File: src/rtl/trdb_pkg.sv
// trdb_pkg - shared types and defaults for the trace debugger branch-map path.
//   BRANCH_MAP_LEN   default branch map capacity (bits)
//   BRANCH_COUNT_LEN width of a branch count able to hold BRANCH_MAP_LEN
//   N_RET_DEFAULT    default number of retirement lanes
//   trdb_bmap_pkt_t  {map, count, full} packet handed to the packet builder
//   trdb_ob_state_e  state of the single-entry output buffer
package trdb_pkg;

   localparam int BRANCH_MAP_LEN   = 30;
   localparam int BRANCH_COUNT_LEN = 5;
   localparam int N_RET_DEFAULT    = 2;

   typedef struct packed {
      logic [BRANCH_MAP_LEN-1:0]   map;
      logic [BRANCH_COUNT_LEN-1:0] count;
      logic                        full;
   } trdb_bmap_pkt_t;

   typedef enum logic {
      OB_EMPTY = 1'b0,
      OB_HOLD  = 1'b1
   } trdb_ob_state_e;

endpackage

File: src/rtl/trdb_lane_compact.sv
// trdb_lane_compact - combinational per-lane prefix popcount.
// Gives each retirement lane the offset at which its branch bit is inserted
// behind the already accumulated bits, so non-contiguous valid lanes compact
// into a dense run in lane order.
//   valid_i   in  N_RET          per-lane valid (already gated by acceptance)
//   offset_o  out N_RET x OFF_W  number of valid lanes below each lane
//   k_o       out OFF_W          total number of valid lanes
module trdb_lane_compact #(
   parameter int N_RET = 2,
   parameter int OFF_W = $clog2(N_RET + 1)
) (
   input  logic [N_RET-1:0]            valid_i,
   output logic [N_RET-1:0][OFF_W-1:0] offset_o,
   output logic [OFF_W-1:0]            k_o
);

   logic [OFF_W-1:0] prefix [N_RET+1];

   assign prefix[0] = '0;

   generate
      for (genvar gi = 0; gi < N_RET; gi++) begin : g_lane
         assign prefix[gi+1]  = prefix[gi] + OFF_W'(valid_i[gi]);
         assign offset_o[gi]  = prefix[gi];
      end
   endgenerate

   assign k_o = prefix[N_RET];

endmodule

File: src/rtl/trdb_branch_map_multi.sv
// trdb_branch_map_multi - multi-lane E-Trace branch map accumulator.
// Collects retired branch outcomes (1 = not taken) from up to N_RET lanes per
// cycle and emits {map, count, full} packets over a valid/ready handshake.
// Optional feature macro: TRDB_BMAP_TIMEOUT_EN (idle-flush counter).
//   clk_i, rst_i   clock, synchronous active-high reset
//   valid_i/taken_i per-lane retired branch and its outcome, lane 0 oldest
//   flush_i        emit the current map now
//   in_ready_o     valid_i/flush_i consumed this cycle
//   timeout_i      idle-flush threshold, 0 disables (macro builds only)
//   out_valid_o/out_ready_i packet handshake
//   map_o, count_o, full_o  registered packet contents
module trdb_branch_map_multi
   import trdb_pkg::*;
#(
   parameter int MAP_LEN = BRANCH_MAP_LEN,
   parameter int N_RET   = N_RET_DEFAULT,
   parameter int CNT_LEN = $clog2(MAP_LEN + 1),
   parameter int TO_W    = 8
) (
   input  logic               clk_i,
   input  logic               rst_i,
   input  logic [N_RET-1:0]   valid_i,
   input  logic [N_RET-1:0]   taken_i,
   input  logic               flush_i,
   output logic               in_ready_o,
   input  logic [TO_W-1:0]    timeout_i,
   output logic               out_valid_o,
   input  logic               out_ready_i,
   output logic [MAP_LEN-1:0] map_o,
   output logic [CNT_LEN-1:0] count_o,
   output logic               full_o
);

   localparam int OFF_W = $clog2(N_RET + 1);
   localparam int WIDE  = MAP_LEN + N_RET;
   localparam int TOT_W = $clog2(WIDE + 1);

   logic [MAP_LEN-1:0] acc_q, acc_d;
   logic [CNT_LEN-1:0] cnt_q, cnt_d;
   logic               pend_q, pend_d;
   trdb_ob_state_e     ob_q, ob_d;
   logic [MAP_LEN-1:0] map_q, map_d;
   logic [CNT_LEN-1:0] cnt_out_q, cnt_out_d;
   logic               full_q, full_d;

   logic                       in_ready;
   logic [N_RET-1:0]           lane_valid;
   logic [N_RET-1:0][OFF_W-1:0] offset;
   logic [OFF_W-1:0]           k;
   logic [WIDE-1:0]            wide;
   logic [TOT_W-1:0]           total;
   logic                       full_hit;
   logic                       flush_now;
   logic                       to_fire;
   logic                       emit;

   assign in_ready   = (ob_q == OB_EMPTY) | out_ready_i;
   assign lane_valid = valid_i & {N_RET{in_ready}};

   trdb_lane_compact #(
      .N_RET (N_RET),
      .OFF_W (OFF_W)
   ) u_compact (
      .valid_i  (lane_valid),
      .offset_o (offset),
      .k_o      (k)
   );

   // Accumulated bits plus this cycle's compacted bits, placed after the
   // current count. Bits above count are always zero in acc_q.
   always_comb begin
      wide = WIDE'(acc_q);
      for (int l = 0; l < N_RET; l++) begin
         if (lane_valid[l]) begin
            wide = wide | ({{(WIDE-1){1'b0}}, !taken_i[l]}
                           << (TOT_W'(cnt_q) + TOT_W'(offset[l])));
         end
      end
   end

   assign total     = TOT_W'(cnt_q) + TOT_W'(k);
   assign full_hit  = total >= TOT_W'(MAP_LEN);
   assign flush_now = in_ready & (flush_i | pend_q);

`ifdef TRDB_BMAP_TIMEOUT_EN
   logic [TO_W-1:0] idle_q, idle_d;

   // Fires on the idle cycle that brings the idle count up to the threshold.
   assign to_fire = in_ready && (cnt_q != '0) && (k == '0) && (timeout_i != '0)
                    && (({1'b0, idle_q} + (TO_W+1)'(1)) >= {1'b0, timeout_i});

   always_comb begin
      idle_d = idle_q;
      if (emit || (k != '0)) begin
         idle_d = '0;
      end else if ((cnt_q != '0) && (idle_q != '1)) begin
         idle_d = idle_q + TO_W'(1);
      end
   end

   always_ff @(posedge clk_i) begin
      if (rst_i) begin
         idle_q <= '0;
      end else begin
         idle_q <= idle_d;
      end
   end
`else
   logic unused_timeout;
   assign unused_timeout = ^timeout_i;
   assign to_fire        = 1'b0;
`endif

   // Emit priority: a full map first, then an explicit/pending flush, then idle timeout.
   always_comb begin
      acc_d     = acc_q;
      cnt_d     = cnt_q;
      pend_d    = pend_q;
      map_d     = map_q;
      cnt_out_d = cnt_out_q;
      full_d    = full_q;
      emit      = 1'b0;
      if (full_hit) begin
         emit      = 1'b1;
         map_d     = wide[MAP_LEN-1:0];
         cnt_out_d = CNT_LEN'(MAP_LEN);
         full_d    = 1'b1;
         acc_d     = MAP_LEN'(wide >> MAP_LEN);
         cnt_d     = CNT_LEN'(total - TOT_W'(MAP_LEN));
         // A flush colliding with a full map is deferred to the next accepting cycle.
         pend_d    = flush_now;
      end else if (flush_now || to_fire) begin
         emit      = 1'b1;
         map_d     = wide[MAP_LEN-1:0];
         cnt_out_d = CNT_LEN'(total);
         full_d    = 1'b0;
         acc_d     = '0;
         cnt_d     = '0;
         pend_d    = 1'b0;
      end else begin
         acc_d = wide[MAP_LEN-1:0];
         cnt_d = CNT_LEN'(total);
      end
   end

   always_comb begin
      ob_d = ob_q;
      unique case (ob_q)
         OB_EMPTY: if (emit) ob_d = OB_HOLD;
         OB_HOLD:  if (out_ready_i && !emit) ob_d = OB_EMPTY;
         default:  ob_d = OB_EMPTY;
      endcase
   end

   always_ff @(posedge clk_i) begin
      if (rst_i) begin
         acc_q     <= '0;
         cnt_q     <= '0;
         pend_q    <= 1'b0;
         ob_q      <= OB_EMPTY;
         map_q     <= '0;
         cnt_out_q <= '0;
         full_q    <= 1'b0;
      end else begin
         acc_q     <= acc_d;
         cnt_q     <= cnt_d;
         pend_q    <= pend_d;
         ob_q      <= ob_d;
         map_q     <= map_d;
         cnt_out_q <= cnt_out_d;
         full_q    <= full_d;
      end
   end

   assign in_ready_o  = in_ready;
   assign out_valid_o = (ob_q == OB_HOLD);
   assign map_o       = map_q;
   assign count_o     = cnt_out_q;
   assign full_o      = full_q;

endmodule
File: config.mk
export PLATFORM = sky130hd
export DESIGN_NAME = trdb_branch_map_multi
export DESIGN_NICKNAME = d
export VERILOG_FILES = /design/src/rtl/trdb_pkg.sv /design/src/rtl/trdb_lane_compact.sv /design/src/rtl/trdb_branch_map_multi.sv
export SDC_FILE = /design/constraint.sdc
export NUM_CORES = 1
export LEC_CHECK = 0
export CORE_ASPECT_RATIO = 1.4
export CORE_UTILIZATION = 57
export CTS_CLUSTER_DIAMETER = 150
export DETAILED_ROUTE_END_ITERATION = 16
export PLACE_DENSITY = 0.95
export SLEW_MARGIN = 20
export SYNTH_ARGS = -nofsm -noshare
export SYNTH_HDL_FRONTEND = slang
export SYNTH_SLANG_ARGS = --single-unit
File: constraint.sdc
create_clock -name clk_i -period 5.35 [get_ports clk_i]
set_input_delay 1.07 -clock clk_i [delete_from_list [all_inputs] [get_ports clk_i]]
set_output_delay 1.07 -clock clk_i [all_outputs]
set_load 0.005 [all_outputs]
Yosys cells after proc, flatten, opt, wreduce, memory -nomap -nowiden --
Cells that the tools add are included.
Cells by class: reduce and logical (&&, ||, !) cells 7, $lt $le $gt $ge 1, muxes and demuxes 18, equality and inequality tests 0, bitwise operators 7, divide/modulo/power cells 0, $mul 0, shifts and indexed selects 2, add/sub/neg operators 4
Operators by type and width (count):
- $mux 32 | 2
- $mux 30 | 2
- $or 30x32->32 | 1
- $or 32x32->32 | 1
- $shl 1x5->32 | 1
- $shl 1x6->32 | 1
- $mux 5 | 4
- $mux 1 | 7
- $add 5x1->6 | 1
- $add 5x2->6 | 1
- $ge 6x5->1 const B | 1
- $sub 5x5->5 const B | 1
- $mux 2 | 2
- $logic_not 1->1 | 3
- $reduce_or 3->1 | 1
- $add 1x1->2 | 1
- $and 2x2->2 | 1
- $or 1x1->1 | 2
- $pmux 1 s2 | 1
- $reduce_bool 2->1 | 1
- $reduce_or 2->1 | 1
- $and 1x1->1 | 1
- $logic_and 1x1->1 | 1
- $not 1->1 | 1
Storage, ports and cells: output and inout port bits 38, memory bits (read-only) 0, memories kept 0, register bits after elaboration 73, latch bits 0, RAM bits 0, input port bits 16

Longest topological paths before layout --
Gate-level depths: netlist (run 1).
depth after elaboration 11, depth in mapped cells 18

Hierarchy --
Synthesis (run 1) repeated with hierarchy kept, for this count alone.
Second synthesis, totals: cells, all modules 363, area, all modules 3483.3 sq um
Modules (own cells, without submodules):
- trdb_branch_map_multi | times used 1, cells each 357, area each 3437.0 sq um
- trdb_lane_compact | times used 1, cells each 6, area each 46.3 sq um

Worst setup path after synthesis (run 1) --
Ideal clock, no wire load.
path type in2reg, start point in out_ready_i, end point reg map_q[8] (netlist: map_o[8]), buffers on the path 4, stages on the path 18, arrival time 3.616 ns, setup slack 1.653 ns, data required time 5.269 ns, cells stage by stage nor2b_4 > buf_6 > inv_2 > buf_2 > nand2_1 > inv_1 > ha_1 > a31oi_2 > inv_1 > ha_1 > xor2_4 > a21oi_2 > o32a_1 > buf_6 > nand2_8 > buf_6 > nor2_1 > a211oi_2
Between the ends: longest elaborated chain between the ends 8
Ends and longest elaborated chain:
- start: declaration | RTL line trdb_branch_map_multi.sv:28 | input logic out_ready_i,
- $or 1x1->1 (*) | RTL line trdb_branch_map_multi.sv:57 | assign in_ready = (ob_q == OB_EMPTY) | out_ready_i;
- named net in_ready_o | RTL line trdb_branch_map_multi.sv:25 | output logic in_ready_o,
- branches (longest 7 deep; another with $add 5x2->6)
- end signal: assignment | RTL line trdb_branch_map_multi.sv:169 | map_q <= map_d;
- end: declaration | RTL line trdb_branch_map_multi.sv:42 | logic [MAP_LEN-1:0] map_q, map_d;
Mark *: on every way through the listed nets, which the timed path passes. The select of a mux whose other input is x is not followed. A chain may end at the register's enable or synchronous reset.

Final worst setup path (run 1) --
start point in valid_i[0], end point reg map_q[14] (netlist: map_o[14])
Between the ends: longest elaborated chain between the ends 7
Ends and longest elaborated chain:
- start: declaration | RTL line trdb_branch_map_multi.sv:22 | input logic [N_RET-1:0] valid_i,
- $and 2x2->2 (*) | RTL line trdb_branch_map_multi.sv:58 | assign lane_valid = valid_i & {N_RET{in_ready}};
- branches (longest 6 deep; another with $add 5x2->6)
Every way passes the cells marked *. The select of a mux whose other input is x is not followed.

==> flow_results.xml, run 1 <==
<?xml version="1.0" encoding="UTF-8"?>
<metrics>
  <group name="grt">
    <metric name="overflow" unit="">0</metric>
    <metric name="pin_count_of_the_biggest_net_entering_global_routing" unit="">61</metric>
    <metric name="grt_first_pass_wirelength" unit="um">12400</metric>
    <metric name="first_global_vias" unit="">2659</metric>
    <metric name="number_of_antenna_violations_at_the_first_check_in_global_routing" unit="">0</metric>
    <metric name="grt.total_usage" unit="%">26.5</metric>
  </group>
  <group name="clocking">
    <metric name="cts.sinks" unit="">73</metric>
    <metric name="path_clk_slew" unit="ns">0.08</metric>
    <metric name="clock-root-buffer" unit="">clkbuf_8</metric>
    <metric name="post_cts_resize_count" unit="">0</metric>
    <metric name="cts_htree_levels" unit="">3</metric>
    <metric name="post-cts-setup-buffer-count" unit="">0</metric>
    <metric name="tritoncts" unit="">yes</metric>
    <metric name="count_of_hold_buffers_inserted_by_post_cts_repair" unit="">0</metric>
    <metric name="clock_latency" unit="ns">0.34</metric>
    <metric name="cts_buffer_depth" unit="">2</metric>
    <metric name="number_of_buffers_added_by_the_clock_tree_synthesis_step" unit="">9</metric>
  </group>
  <group name="cells_and_area">
    <metric name="finish.net_count" unit="">395</metric>
    <metric name="finalInstanceArea" unit="mm^2">0.00389</metric>
    <metric name="most-common-layout-cells" unit="">dfxtp_1, nor2_1, clkdlybuf4s50_1, a211oi_2, a221oi_1</metric>
    <metric name="final_common_cell" unit="">dfxtp_1</metric>
    <metric name="antennaDiodeCount" unit="">0</metric>
    <metric name="syn_to_final_growth" unit="%">15.6</metric>
    <metric name="proportion_of_layout_cells_with_a_drive_suffix_above_1" unit="%">18.2</metric>
    <metric name="num-fill-cells" unit="">436</metric>
  </group>
  <group name="power_and_ir_drop">
    <metric name="power.density_cell_area" unit="mW/mm^2">284</metric>
    <metric name="power.share.combinational" unit="%">13.3</metric>
    <metric name="share_clk_of_total_power" unit="%">34.6</metric>
    <metric name="total_power" unit="uW">1100</metric>
    <metric name="total_switching_power" unit="uW">307</metric>
    <metric name="seq_power_share" unit="%">52.1</metric>
    <metric name="power.ir.vdd_worst" unit="mV">0.171</metric>
    <metric name="leakage_dissipation" unit="uW">0.00130</metric>
    <metric name="p_int" unit="uW">797</metric>
    <metric name="p_sw_share" unit="%">27.8</metric>
  </group>
  <group name="synthesis">
    <metric name="synth.yosys.warnings" unit="">0</metric>
    <metric name="post_synth_xor_area_fraction" unit="%">1.86</metric>
    <metric name="postSynthNetCount" unit="">365</metric>
    <metric name="asyncSetResetFlopFracSynth" unit="%">0</metric>
    <metric name="muxShareOfSynthArea" unit="%">0.930</metric>
    <metric name="syn-instance-count" unit="">345</metric>
    <metric name="postSynthAreaPerCell" unit="um^2">9.75</metric>
    <metric name="library_cells_used_by_synthesis" unit="">51</metric>
    <metric name="synth-edff-count" unit="">0</metric>
    <metric name="synth-main-ff-cell" unit="">dfxtp_1</metric>
    <metric name="synth_top_family_by_area" unit="">compound AO/OA/AOI/OAI gates</metric>
    <metric name="synthSimpleGateAreaFrac" unit="%">19.9</metric>
    <metric name="synth-compound-area-share" unit="%">26.4</metric>
    <metric name="ys_seq_area_share" unit="%">43.4</metric>
    <metric name="syn_area" unit="mm^2">0.00336</metric>
    <metric name="adder_and_majority_cell_fraction_of_the_synthesized_area" unit="%">1.49</metric>
    <metric name="synth_seq_cells" unit="">73</metric>
  </group>
  <group name="sta">
    <metric name="rsz0062_at_grt" unit="">no</metric>
    <metric name="timing_worst_slew_pin_value" unit="ns">1.12</metric>
    <metric name="pins_over_their_slew_limit" unit="">0</metric>
    <metric name="timing.final.hold_violations" unit="">0</metric>
    <metric name="final_min_period_over_clock_period" unit="%">85.5</metric>
    <metric name="setup-tns-final" unit="ns">0</metric>
    <metric name="minimum_period_implied_by_the_final_worst_setup_slack" unit="ns">4.57</metric>
    <metric name="final.setup_skew" unit="ns">0.00882</metric>
    <metric name="maxSlewHeadroom" unit="%">25.2</metric>
    <metric name="final-setup-viol-count" unit="">0</metric>
    <metric name="clock.fmax" unit="MHz">219</metric>
  </group>
  <group name="worst_setup_path">
    <metric name="worst-r2r-cell-count" unit="">14</metric>
    <metric name="cp_data_arrival_time" unit="ns">4.76</metric>
    <metric name="cp_num_buf_inv" unit="">4</metric>
    <metric name="critical_path.slowest_cell" unit="">clkdlybuf4s50_1</metric>
    <metric name="path_delay_family" unit="">compound AO/OA/AOI/OAI gates</metric>
    <metric name="max_stage_delay" unit="ns">0.72</metric>
    <metric name="required" unit="ns">5.53</metric>
    <metric name="worst-path-max-fanout" unit="">60</metric>
    <metric name="crit_chain" unit="">clkdlybuf4s50_1 &gt; inv_2 &gt; o21ai_1 &gt; and2_4 &gt; inv_2 &gt; ha_1 &gt; a31oi_2 &gt; inv_1 &gt; ha_1 &gt; xor2_4 &gt; a21oi_2 &gt; o32a_1 &gt; nand2_8 &gt; nor2_1 &gt; a211oi_2</metric>
    <metric name="end_kind" unit="">flip-flop</metric>
    <metric name="critPathLaunchType" unit="">input pin</metric>
    <metric name="setup.reg_to_reg.worst_slack" unit="ns">1.60</metric>
    <metric name="critical_path.reg2reg.endpoint" unit="">map_o[14]$_SDFFE_PP0P_</metric>
    <metric name="reg2reg_from" unit="">out_valid_o$_SDFF_PP0_</metric>
    <metric name="timing.setup.critical_path_class" unit="">input pin to flip-flop</metric>
  </group>
  <group name="die">
    <metric name="floorplan.initialDensity" unit="%">60.0</metric>
    <metric name="height_of_the_chip" unit="um">92.9</metric>
    <metric name="num_io_pins" unit="">54</metric>
    <metric name="die_wd" unit="um">66.9</metric>
    <metric name="core_ar" unit="mm^2">0.00561</metric>
    <metric name="floorplan.die_area" unit="mm^2">0.00622</metric>
    <metric name="fp-row-count" unit="">32</metric>
  </group>
  <group name="route">
    <metric name="wl_per_cell" unit="um">17.6</metric>
    <metric name="routed_wl" unit="um">7880</metric>
    <metric name="via_count" unit="">2877</metric>
    <metric name="postRouteAntennaNets" unit="">0</metric>
    <metric name="drt-initial-drc-count" unit="">296</metric>
    <metric name="post_drt_via_cell_ratio" unit="">6.42</metric>
    <metric name="drc_errors" unit="">0</metric>
    <metric name="firstDrtPassIters" unit="">5</metric>
  </group>
  <group name="place">
    <metric name="standard_cell_area_after_detailed_placement" unit="mm^2">0.00372</metric>
    <metric name="buffer_ports.inserted" unit="">45</metric>
    <metric name="gpl_wtd_cong" unit="">0.955</metric>
    <metric name="place_hpwl" unit="um">5450</metric>
  </group>
  <group name="job">
    <metric name="timing.max_cap.violations" unit="">0</metric>
  </group>
  <group name="min_path">
    <metric name="hold_end" unit="">full_o$_SDFFE_PP0P_</metric>
    <metric name="timing.hold.worst.class" unit="">flip-flop to flip-flop</metric>
    <metric name="min-delay-start" unit="">full_o$_SDFFE_PP0P_</metric>
    <metric name="hold_path_depth" unit="">2</metric>
  </group>
  <group name="outcome">
    <metric name="status" unit="">completed</metric>
  </group>
</metrics>
[layout make-up]
| class | count | area, um^2 | share of cell area (%) |
|---|---|---|---|
| timing repair buffer | 46 | 453 | 11.6 |
| multi-input combinational | 240 | 1700 | 43.7 |
| inverter | 5 | 18.8 | 0.482 |
| tap | 68 | 85.1 | 2.19 |
| sequential | 73 | 1460 | 37.6 |
| clock buffer | 10 | 128 | 3.28 |
| clock inverter | 6 | 43.8 | 1.13 |
[sequential cells by signal (all words and copies together) (netlist names)]
signal       cells
acc_q           30
cnt_q            5
count_o          5
full_o           1
map_o           30
out_valid_o      1
pend_q           1
[per-layer routing]
layer	part of all wire, %	GRT usage, %	vias up
met5	0	0	-
met4	2.7	12.6	0
met3	6.6	4.93	22
met2	53	45.7	137
met1	38	30.5	1374
li1	-	-	1344
[worst register-to-register path, delay by kind of cell, from the launching register on]
kind | cells | cell delay [ns]
AOI/OAI and AO/OA | 4 | 1.10
xor gates and xnor gates | 1 | 0.21
adders and majority gates | 2 | 0.46
buffers and inverters | 3 | 0.32
DFF | 1 | 0.33
and+or+nand+nor | 4 | 1.17
[synth_stat cells (2+ instances only)]
cell type / number / area (um^2)
a32oi_1: 2 / 17.5
o32ai_1: 2 / 17.5
a31oi_1: 4 / 25.0
nor3_1: 7 / 35.0
nor4_2: 2 / 25.0
dfxtp_1: 73 / 1460
buf_4: 5 / 37.5
or3_1: 3 / 18.8
buf_2: 5 / 25.0
nor3_2: 2 / 20.0
nor4_1: 4 / 25.0
xor2_1: 3 / 26.3
nor2b_1: 2 / 12.5
a211oi_2: 30 / 375
clkbuf_1: 9 / 33.8
nor3b_1: 4 / 30.0
nand3_1: 8 / 40.0
buf_1: 2 / 7.51
ha_1: 4 / 50.1
a31o_2: 4 / 35.0
a21oi_2: 3 / 26.3
a221oi_1: 29 / 254
inv_1: 2 / 7.51
mux2i_1: 2 / 20.0
o21ai_1: 3 / 15.0
and4_1: 4 / 35.0
a21oi_1: 10 / 50.1
buf_6: 4 / 45.0
nand2b_1: 3 / 18.8
inv_2: 3 / 11.3
nor2_1: 68 / 255
nand2_1: 20 / 75.1
[through the flow]
stage	instances	hold slack (ns)	setup slack, ns	utilization (%)
6_report	448	0.463	0.775	69.4
5_1_grt	448	0.483	0.533	69.4
4_1_cts	448	0.464	0.807	69.4
3_5_place_dp	432	0.453	0.484	66.3
3_3_place_gp	432	0.442	0.660	66.3
2_1_floorplan	345	0.445	1.65	-
[logic make-up (layout without fill, tap and decap cells)]
group	count (synthesis)	in the layout
multiplexers	3	3
adder cells (fa/ha/maj)	4	4
XOR/XNOR	5	5
AO/OA/AOI/OAI	93	93
AND/OR/NAND/NOR	135	135
flip-flops	73	73
buffers and inverters	32	67
[power by group through the flow]
stage | combinational [uW] | clock (uW) | sequential [uW]
after floorplan | 98.4 | 0 | 586
after global placement | 141 | 0 | 586
after detailed placement | 146 | 0 | 587
after CTS | 147 | 383 | 575
after global routing | 158 | 406 | 577
final | 147 | 382 | 575
[worst max path at each step]
stage	slack (ns)	end	from	cells past startpoint
after floorplan	1.65	map_o[8]$_SDFFE_PP0P_	out_ready_i	18
after global placement	0.66	map_o[27]$_SDFFE_PP0P_	valid_i[0]	15
after detailed placement	0.48	map_o[14]$_SDFFE_PP0P_	valid_i[0]	15
after CTS	0.81	map_o[14]$_SDFFE_PP0P_	valid_i[0]	15
after global routing	0.53	map_o[14]$_SDFFE_PP0P_	out_ready_i	15
final	0.78	map_o[14]$_SDFFE_PP0P_	valid_i[0]	15
Power figures use the tool's default switching activity.
==> run 2: changes to the inputs <==
--- a/config.mk
+++ b/config.mk
@@ -5,6 +5,7 @@
 export SDC_FILE = /design/constraint.sdc
 export NUM_CORES = 1
 export LEC_CHECK = 0
+export CAP_MARGIN = 20
 export CORE_ASPECT_RATIO = 1.4
 export CORE_UTILIZATION = 57
 export CTS_CLUSTER_DIAMETER = 150
==> results of run 2 <==
Final layout, timing and power as in run 1 (identical DEF).
==> run 3: changes to the inputs <==
--- a/config.mk
+++ b/config.mk
@@ -8,9 +8,10 @@
 export CAP_MARGIN = 20
 export CORE_ASPECT_RATIO = 1.4
 export CORE_UTILIZATION = 57
-export CTS_CLUSTER_DIAMETER = 150
+export CTS_CLUSTER_DIAMETER = 100
 export DETAILED_ROUTE_END_ITERATION = 16
-export PLACE_DENSITY = 0.95
+export MAX_ROUTING_LAYER = met4
+export PLACE_DENSITY_LB_ADDON = 0.2
 export SLEW_MARGIN = 20
 export SYNTH_ARGS = -nofsm -noshare
 export SYNTH_HDL_FRONTEND = slang
==> flow_results.xml, run 3 (synthesis gave the netlist of run 1 again) <==
<?xml version="1.0" encoding="UTF-8"?>
<metrics>
  <group name="outcome">
    <metric name="status" unit="">completed</metric>
  </group>
  <group name="sta">
    <metric name="rsz0062_at_grt" unit="">no</metric>
    <metric name="setup-tns-final" unit="ns">0</metric>
    <metric name="clock.fmax" unit="MHz">229</metric>
    <metric name="timing.final.hold_violations" unit="">0</metric>
    <metric name="final-setup-viol-count" unit="">0</metric>
    <metric name="minimum_period_implied_by_the_final_worst_setup_slack" unit="ns">4.36</metric>
    <metric name="final_min_period_over_clock_period" unit="%">81.6</metric>
    <metric name="final.setup_skew" unit="ns">0.00549</metric>
    <metric name="pins_over_their_slew_limit" unit="">0</metric>
    <metric name="timing_worst_slew_pin_value" unit="ns">0.881</metric>
    <metric name="maxSlewHeadroom" unit="%">40.8</metric>
  </group>
  <group name="clocking">
    <metric name="cts.sinks" unit="">73</metric>
    <metric name="path_clk_slew" unit="ns">0.07</metric>
    <metric name="cts_htree_levels" unit="">3</metric>
    <metric name="post_cts_resize_count" unit="">0</metric>
    <metric name="number_of_buffers_added_by_the_clock_tree_synthesis_step" unit="">9</metric>
    <metric name="tritoncts" unit="">yes</metric>
    <metric name="count_of_hold_buffers_inserted_by_post_cts_repair" unit="">0</metric>
    <metric name="clock-root-buffer" unit="">clkbuf_8</metric>
    <metric name="clock_latency" unit="ns">0.35</metric>
    <metric name="cts_buffer_depth" unit="">2</metric>
    <metric name="post-cts-setup-buffer-count" unit="">0</metric>
  </group>
  <group name="power_and_ir_drop">
    <metric name="total_switching_power" unit="uW">291</metric>
    <metric name="leakage_dissipation" unit="uW">0.00133</metric>
    <metric name="p_sw_share" unit="%">24.9</metric>
    <metric name="power.density_cell_area" unit="mW/mm^2">297</metric>
    <metric name="power.ir.vdd_worst" unit="mV">0.185</metric>
    <metric name="share_clk_of_total_power" unit="%">38.3</metric>
    <metric name="power.share.combinational" unit="%">12.5</metric>
    <metric name="seq_power_share" unit="%">49.2</metric>
    <metric name="p_int" unit="uW">876</metric>
  </group>
  <group name="place">
    <metric name="place.detailed.instances" unit="">434</metric>
    <metric name="place_hpwl" unit="um">5120</metric>
    <metric name="gpl_wtd_cong" unit="">0.896</metric>
    <metric name="buffer_ports.inserted" unit="">45</metric>
  </group>
  <group name="die">
    <metric name="core_ar" unit="mm^2">0.00561</metric>
    <metric name="floorplan.die_area" unit="mm^2">0.00622</metric>
    <metric name="fp-row-count" unit="">32</metric>
    <metric name="floorplan.initialDensity" unit="%">60.0</metric>
    <metric name="height_of_the_chip" unit="um">92.9</metric>
    <metric name="num_io_pins" unit="">54</metric>
    <metric name="die_wd" unit="um">66.9</metric>
  </group>
  <group name="cells_and_area">
    <metric name="syn_to_final_growth" unit="%">17.0</metric>
    <metric name="antennaDiodeCount" unit="">0</metric>
    <metric name="final_common_cell" unit="">dfxtp_1</metric>
    <metric name="proportion_of_layout_cells_with_a_drive_suffix_above_1" unit="%">18.4</metric>
    <metric name="finish.net_count" unit="">397</metric>
    <metric name="stdcell_count" unit="">448</metric>
    <metric name="most-common-layout-cells" unit="">dfxtp_1, nor2_1, clkdlybuf4s50_1, a211oi_2, a221oi_1</metric>
  </group>
  <group name="worst_setup_path">
    <metric name="worst-path-max-fanout" unit="">23</metric>
    <metric name="critPathLaunchType" unit="">input pin</metric>
    <metric name="required" unit="ns">5.56</metric>
    <metric name="timing.setup.critical_path_class" unit="">input pin to flip-flop</metric>
    <metric name="cp_data_arrival_time" unit="ns">4.58</metric>
    <metric name="end_kind" unit="">flip-flop</metric>
  </group>
  <group name="route">
    <metric name="postRouteAntennaNets" unit="">0</metric>
    <metric name="wl_per_cell" unit="um">16.6</metric>
    <metric name="via_count" unit="">2763</metric>
    <metric name="firstDrtPassIters" unit="">4</metric>
    <metric name="routed_wl" unit="um">7440</metric>
    <metric name="drc_errors" unit="">0</metric>
    <metric name="drt-initial-drc-count" unit="">130</metric>
    <metric name="post_drt_via_cell_ratio" unit="">6.17</metric>
  </group>
  <group name="grt">
    <metric name="grt_first_pass_wirelength" unit="um">11800</metric>
    <metric name="pin_count_of_the_biggest_net_entering_global_routing" unit="">61</metric>
    <metric name="grt.total_usage" unit="%">26.0</metric>
    <metric name="overflow" unit="">0</metric>
    <metric name="number_of_antenna_violations_at_the_first_check_in_global_routing" unit="">0</metric>
    <metric name="first_global_vias" unit="">2485</metric>
  </group>
  <group name="job">
    <metric name="timing.max_cap.violations" unit="">0</metric>
  </group>
  <group name="min_path">
    <metric name="timing.hold.worst.class" unit="">flip-flop to flip-flop</metric>
  </group>
</metrics>
==> run 3: worst max-delay path, cell delays in order <==
cell,delay (ns)
clkdlybuf4s50_1,0.69
inv_2,0.06
or3_1,0.36
and2_4,0.19
inv_2,0.08
ha_1,0.17
a31oi_2,0.06
inv_1,0.09
ha_1,0.24
xor2_4,0.28
a21oi_2,0.11
o32ai_2,0.42
or3_1,0.34
buf_4,0.32
nor2_1,0.09
==> run 3: per-stage QoR <==
stage | util (%) | hold WS [ns] | cell area, um^2 | worst slack [ns] | power, uW
2_1_floorplan | - | 0.445 | 3360 | 1.65 | 684
3_3_place_gp | 66.6 | 0.443 | 3730 | 0.751 | 729
3_5_place_dp | 66.6 | 0.450 | 3730 | 0.721 | 733
4_1_cts | 70.2 | 0.460 | 3940 | 1.02 | 1170
5_1_grt | 70.2 | 0.486 | 3940 | 0.761 | 1210
6_report | 70.2 | 0.458 | 3940 | 0.986 | 1170
==> run 3: metal layers <==
metal	GRT usage [%]	vias to the layer above	part of all wire (%)
met2	43.5	82	50
met5	-	-	0
met3	5.67	12	4.8
met4	10.8	0	1.9
met1	29.2	1320	43
li1	-	1349	-
==> run 3: path summary, 6_finish.rpt <==
path | slack [ns] | startpoint | end | cells past startpoint
min | 0.46 | full_o$_SDFFE_PP0P_ | full_o$_SDFFE_PP0P_ | 2
max reg2reg | 1.90 | out_valid_o$_SDFF_PP0_ | acc_q[8]$_SDFF_PP0_ | 14
max | 0.99 | valid_i[0] | acc_q[8]$_SDFF_PP0_ | 15
min reg2reg | 0.46 | full_o$_SDFFE_PP0P_ | full_o$_SDFFE_PP0P_ | 2
==> run 3: cell type report <==
cell class,instances,area [um^2]
multi-input combinational,240,1700
tap,68,85.1
fill,441,1670
sequential,73,1460
clock inverter,2,37.5
timing repair buffer,48,468
clock buffer,12,165
inverter,5,18.8
==> run 3: power by group through the flow <==
stage	logic, uW	clock network, uW	registers [uW]
global placement	143	0	586
CTS	147	450	575
global route	158	472	577
floorplan	98.4	0	586
finish	146	447	575
detailed placement	146	0	587
